[config.mk]
export PLATFORM = sky130hd
export DESIGN_NAME = shift_chain_arbiter
export DESIGN_NICKNAME = d
export VERILOG_FILES = /design/src/rtl/shift_chain_arbiter.sv
export SDC_FILE = /design/constraint.sdc
export NUM_CORES = 1
export LEC_CHECK = 0
export ABC_CLOCK_PERIOD_IN_PS = 1600
export CAP_MARGIN = 20
export CORE_MARGIN = 4
export CORE_UTILIZATION = 48
export DETAILED_ROUTE_END_ITERATION = 6
export HOLD_SLACK_MARGIN = 0.03
export PLACE_DENSITY = 0.77
export SETUP_SLACK_MARGIN = 0.02
export SLEW_MARGIN = 20
export SYNTH_ARGS = -nofsm -noshare
export SYNTH_HDL_FRONTEND = slang
export SYNTH_SLANG_ARGS = --single-unit
[constraint.sdc]
create_clock -name clk -period 1.6 [get_ports clk]
set_clock_uncertainty 0.1 [all_clocks]
set_input_delay 0.24 -clock clk [delete_from_list [all_inputs] [get_ports clk]]
set_output_delay 0.24 -clock clk [all_outputs]
set_load 0.01 [all_outputs]
[src/rtl/shift_chain_arbiter.sv]
// Round-robin arbiter sharing one DEPTH-stage serial shift chain between two requesters.
// The granted word is shifted in MSB-first and reassembled on par_out with a done pulse.
module shift_chain_arbiter #(
  parameter int DEPTH = 4
) (
  input  logic             clk,
  input  logic             rst,
  input  logic             req0,
  input  logic             req1,
  input  logic [DEPTH-1:0] data0,
  input  logic [DEPTH-1:0] data1,
  output logic             gnt0,
  output logic             gnt1,
  output logic             busy,
  output logic             ser_out,
  output logic [DEPTH-1:0] par_out,
  output logic             done
);
  localparam int CW = $clog2(DEPTH);

  typedef enum logic [1:0] {IDLE, SHIFT, DONE} state_t;

  state_t           state;
  logic [DEPTH-1:0] chain, ld_reg, chain_nxt;
  logic [CW-1:0]    cnt;
  logic             last;
  logic             pick0;

  // Requester 0 wins when alone, or on a tie when requester 1 was served last.
  assign pick0     = req0 & (~req1 | last);
  assign chain_nxt = {chain[DEPTH-2:0], ld_reg[DEPTH-1]};
  assign ser_out   = chain[DEPTH-1];

  always_ff @(posedge clk or posedge rst) begin
    if (rst) begin
      state   <= IDLE;
      gnt0    <= 1'b0;
      gnt1    <= 1'b0;
      busy    <= 1'b0;
      done    <= 1'b0;
      chain   <= '0;
      par_out <= '0;
      ld_reg  <= '0;
      cnt     <= '0;
      last    <= 1'b1;
    end else begin
      case (state)
        IDLE: begin
          if (req0 | req1) begin
            gnt0   <= pick0;
            gnt1   <= ~pick0;
            busy   <= 1'b1;
            ld_reg <= pick0 ? data0 : data1;
            cnt    <= '0;
            state  <= SHIFT;
          end
        end
        SHIFT: begin
          chain  <= chain_nxt;
          ld_reg <= ld_reg << 1;
          // cnt holds at DEPTH-1 on the final shift so it never wraps.
          if (cnt == CW'(DEPTH-1)) begin
            par_out <= chain_nxt;
            done    <= 1'b1;
            state   <= DONE;
          end else begin
            cnt <= cnt + 1'b1;
          end
        end
        DONE: begin
          done  <= 1'b0;
          gnt0  <= 1'b0;
          gnt1  <= 1'b0;
          busy  <= 1'b0;
          last  <= gnt1;
          state <= IDLE;
        end
        default: state <= IDLE;
      endcase
    end
  end
endmodule

==> impl_metrics.json <==
{
  "grt_pass1_vias": 708,
  "final-seq-area_um2": 527,
  "end_kind": "register",
  "holdWs_ps": 148,
  "start_util": 0.525,
  "wirelength_um": 1690,
  "synthArstFlopShare": 1.00,
  "place.gp.congestion": 0.798,
  "drv_cap": 0,
  "met1_usage": 0.182,
  "finalCritPeriodShare": 0.885,
  "cts_buffers": 3,
  "antenna_left": 0,
  "period_minus_slack_ps": 1420,
  "p_comb_frac": 0.431,
  "final_util": 0.697,
  "switching_share": 0.356,
  "grt_max_degree": 22,
  "dp_hpwl_um": 1300,
  "power_frac_seq": 0.447,
  "synth_ff_type": "dfrtp_1",
  "die-area_um2": 2720,
  "drtPass1Iterations": 3,
  "grt_usage": 0.148,
  "crit_arrival_ps": 1510,
  "ir_drop_v": 0.000805,
  "critPathLaunch": "state[0]$_DFFE_PP0P_",
  "grt-ovfl-total": 0,
  "status": "completed",
  "grt_first_pass_wirelength_um": 2970,
  "p_leak_nw": 0.720,
  "die_y_um": 52.2,
  "cts_tree": "done",
  "worstMarginPinSlew_ps": 310,
  "die_w_um": 52.2,
  "syn_nets": 99,
  "drive_gt1_frac": 0.175,
  "nNetsFinal": 128,
  "r2r_start": "state[0]$_DFFE_PP0P_",
  "syn_inst": 86,
  "synth_area_um2": 936,
  "drt_iter0_drc": 5,
  "p_clk_frac": 0.122,
  "cts.sinks": 21,
  "busiest_layer": "met2",
  "row_count": 15,
  "yosysWarnings": 0,
  "coreArea_um2": 1780,
  "antenna_found_initial": 0,
  "synth_edf_count": 0,
  "max_freq_mhz": 706,
  "maxSlewHeadroom": 0.791,
  "cts_max_level": 1,
  "io-pin-count": 21,
  "clock-root-buffer": "clkbuf_4",
  "via_per_inst": 4.94,
  "syn_avg_cell_area_um2": 10.9,
  "multiInputGateArea_um2": 372,
  "ys_types": 22,
  "drc": 0,
  "cts_max_path_buffers": 2,
  "critPathKind": "register to register",
  "vias": 687,
  "n_antenna_cell": 0,
  "required_ps": 1690,
  "synth_seq_cells": 21,
  "wl_per_cell_um": 12.2,
  "hold_violations": 0,
  "power_mw": 2.07,
  "areaGrowthSynthToFinish_pct": 32.8,
  "cp-start-kind": "register",
  "hold_class": "input pin to async pin",
  "rsz0062_at_grt": "no",
  "cts.clk_slew.worst_paths_ps": 110,
  "power-per-cell-area_nw_per_um2": 1660,
  "fillers": 143,
  "ys_seq_area_frac": 0.563,
  "slew_violations": 0,
  "finalSetupViolCount": 0,
  "gr-usage-met2": 0.253,
  "clk_latency_ps": 300,
  "portBuffers": 20,
  "netSwitchingPower_uw": 736,
  "internal_power_mw": 1.33,
  "path_max_fanout": 8,
  "met3_usage": 0.0344
}
## power by group through the flow
stage               logic [mW]  clock network (mW)  registers (mW)
floorplan                0.552                   0           0.947
global placement         0.897                   0           0.925
detailed placement       0.923                   0           0.938
CTS                      0.926               0.258           0.929
global route             0.998               0.290           0.962
finish                   0.891               0.253           0.924
## repair_timing
action	4_1_cts	5_1_grt
setup endpoints to repair	0	9
resized for setup	0	9
buffers inserted	0	0
hold buffers	0	0
## area by class of cell
class                           count  area share
Clock buffer                        4      0.0211
Inverter                            7      0.0211
Multi-Input combinational cell     57       0.299
Sequential cell                    21       0.424
Tap cell                           25      0.0252
Timing Repair Buffer               25       0.209
## cells in the mapped netlist, types with 2 or more instances
| master | n | share of area |
|---|---|---|
| dfrtp_1 | 20 | 0.53 |
| nand2_1 | 19 | 0.076 |
| o21ai_0 | 10 | 0.053 |
| inv_1 | 7 | 0.028 |
| mux2_4 | 4 | 0.064 |
| mux2i_1 | 4 | 0.043 |
| a22oi_1 | 3 | 0.024 |
| nor2_1 | 3 | 0.012 |
| nand3_1 | 2 | 0.011 |
| o21ai_2 | 2 | 0.019 |
## logic make-up (layout without fill, tap and decap cells)
group / Yosys count / in the layout / synth area share
AO/OA/AOI/OAI: 16 / 16 / 0.106
buffers and inverters: 8 / 36 / 0.0401
flip-flops: 21 / 21 / 0.563
AND/OR/NAND/NOR: 32 / 32 / 0.171
multiplexers: 8 / 8 / 0.107
adder cells (fa/ha/maj): 1 / 1 / 0.0134
## path summary, 6_finish.rpt
path,endpoint,slack [ps],cells after the start
setup / recovery,par_out[0]$_DFFE_PP0P_,180,3
setup reg to reg,par_out[0]$_DFFE_PP0P_,180,3
hold / removal,par_out[3]$_DFFE_PP0P_,150,3
max in group asynchronous,last$_DFFE_PP1P_,990,3
min in group clk,last$_DFFE_PP1P_,380,2
hold reg to reg,last$_DFFE_PP1P_,380,2
## cell usage in the layout (no fill, tap or decap), types with 2 or more instances in the layout
cell and n:
a22oi_1 3, buf_4 5, clkbuf_4 3, clkdlybuf4s50_1 11, dfrtp_1 20, dlymetal6s2s_1 9
inv_1 7, mux2_4 4, mux2i_1 4, nand2_1 19, nand3_1 2, nor2_1 3
o21ai_0 10, o21ai_2 2
## worst max-delay path: stages, from the launching register on
cell and delay, ps:
dfrtp_1 480, nor2b_4 300, nand2_4 120, mux2_4 310
## stage by stage
step | instance area (um2) | cells | setup slack, ps | TNS (ps)
2_1_floorplan | 936 | 86 | 314 | 0
3_3_place_gp | 1190 | 135 | -8.36 | -9.22
3_5_place_dp | 1190 | 135 | -52.9 | -107
4_1_cts | 1220 | 139 | 30.5 | 0
5_1_grt | 1240 | 139 | 106 | 0
6_report | 1240 | 139 | 184 | 0
## layer usage
metal | share of wire | vias to the layer above
li1 | - | 343
met1 | 0.47 | 326
met2 | 0.47 | 14
met3 | 0.043 | 4
met4 | 0.014 | 0
met5 | 0 | -
No activity file was read; power rests on OpenSTA's default activity.
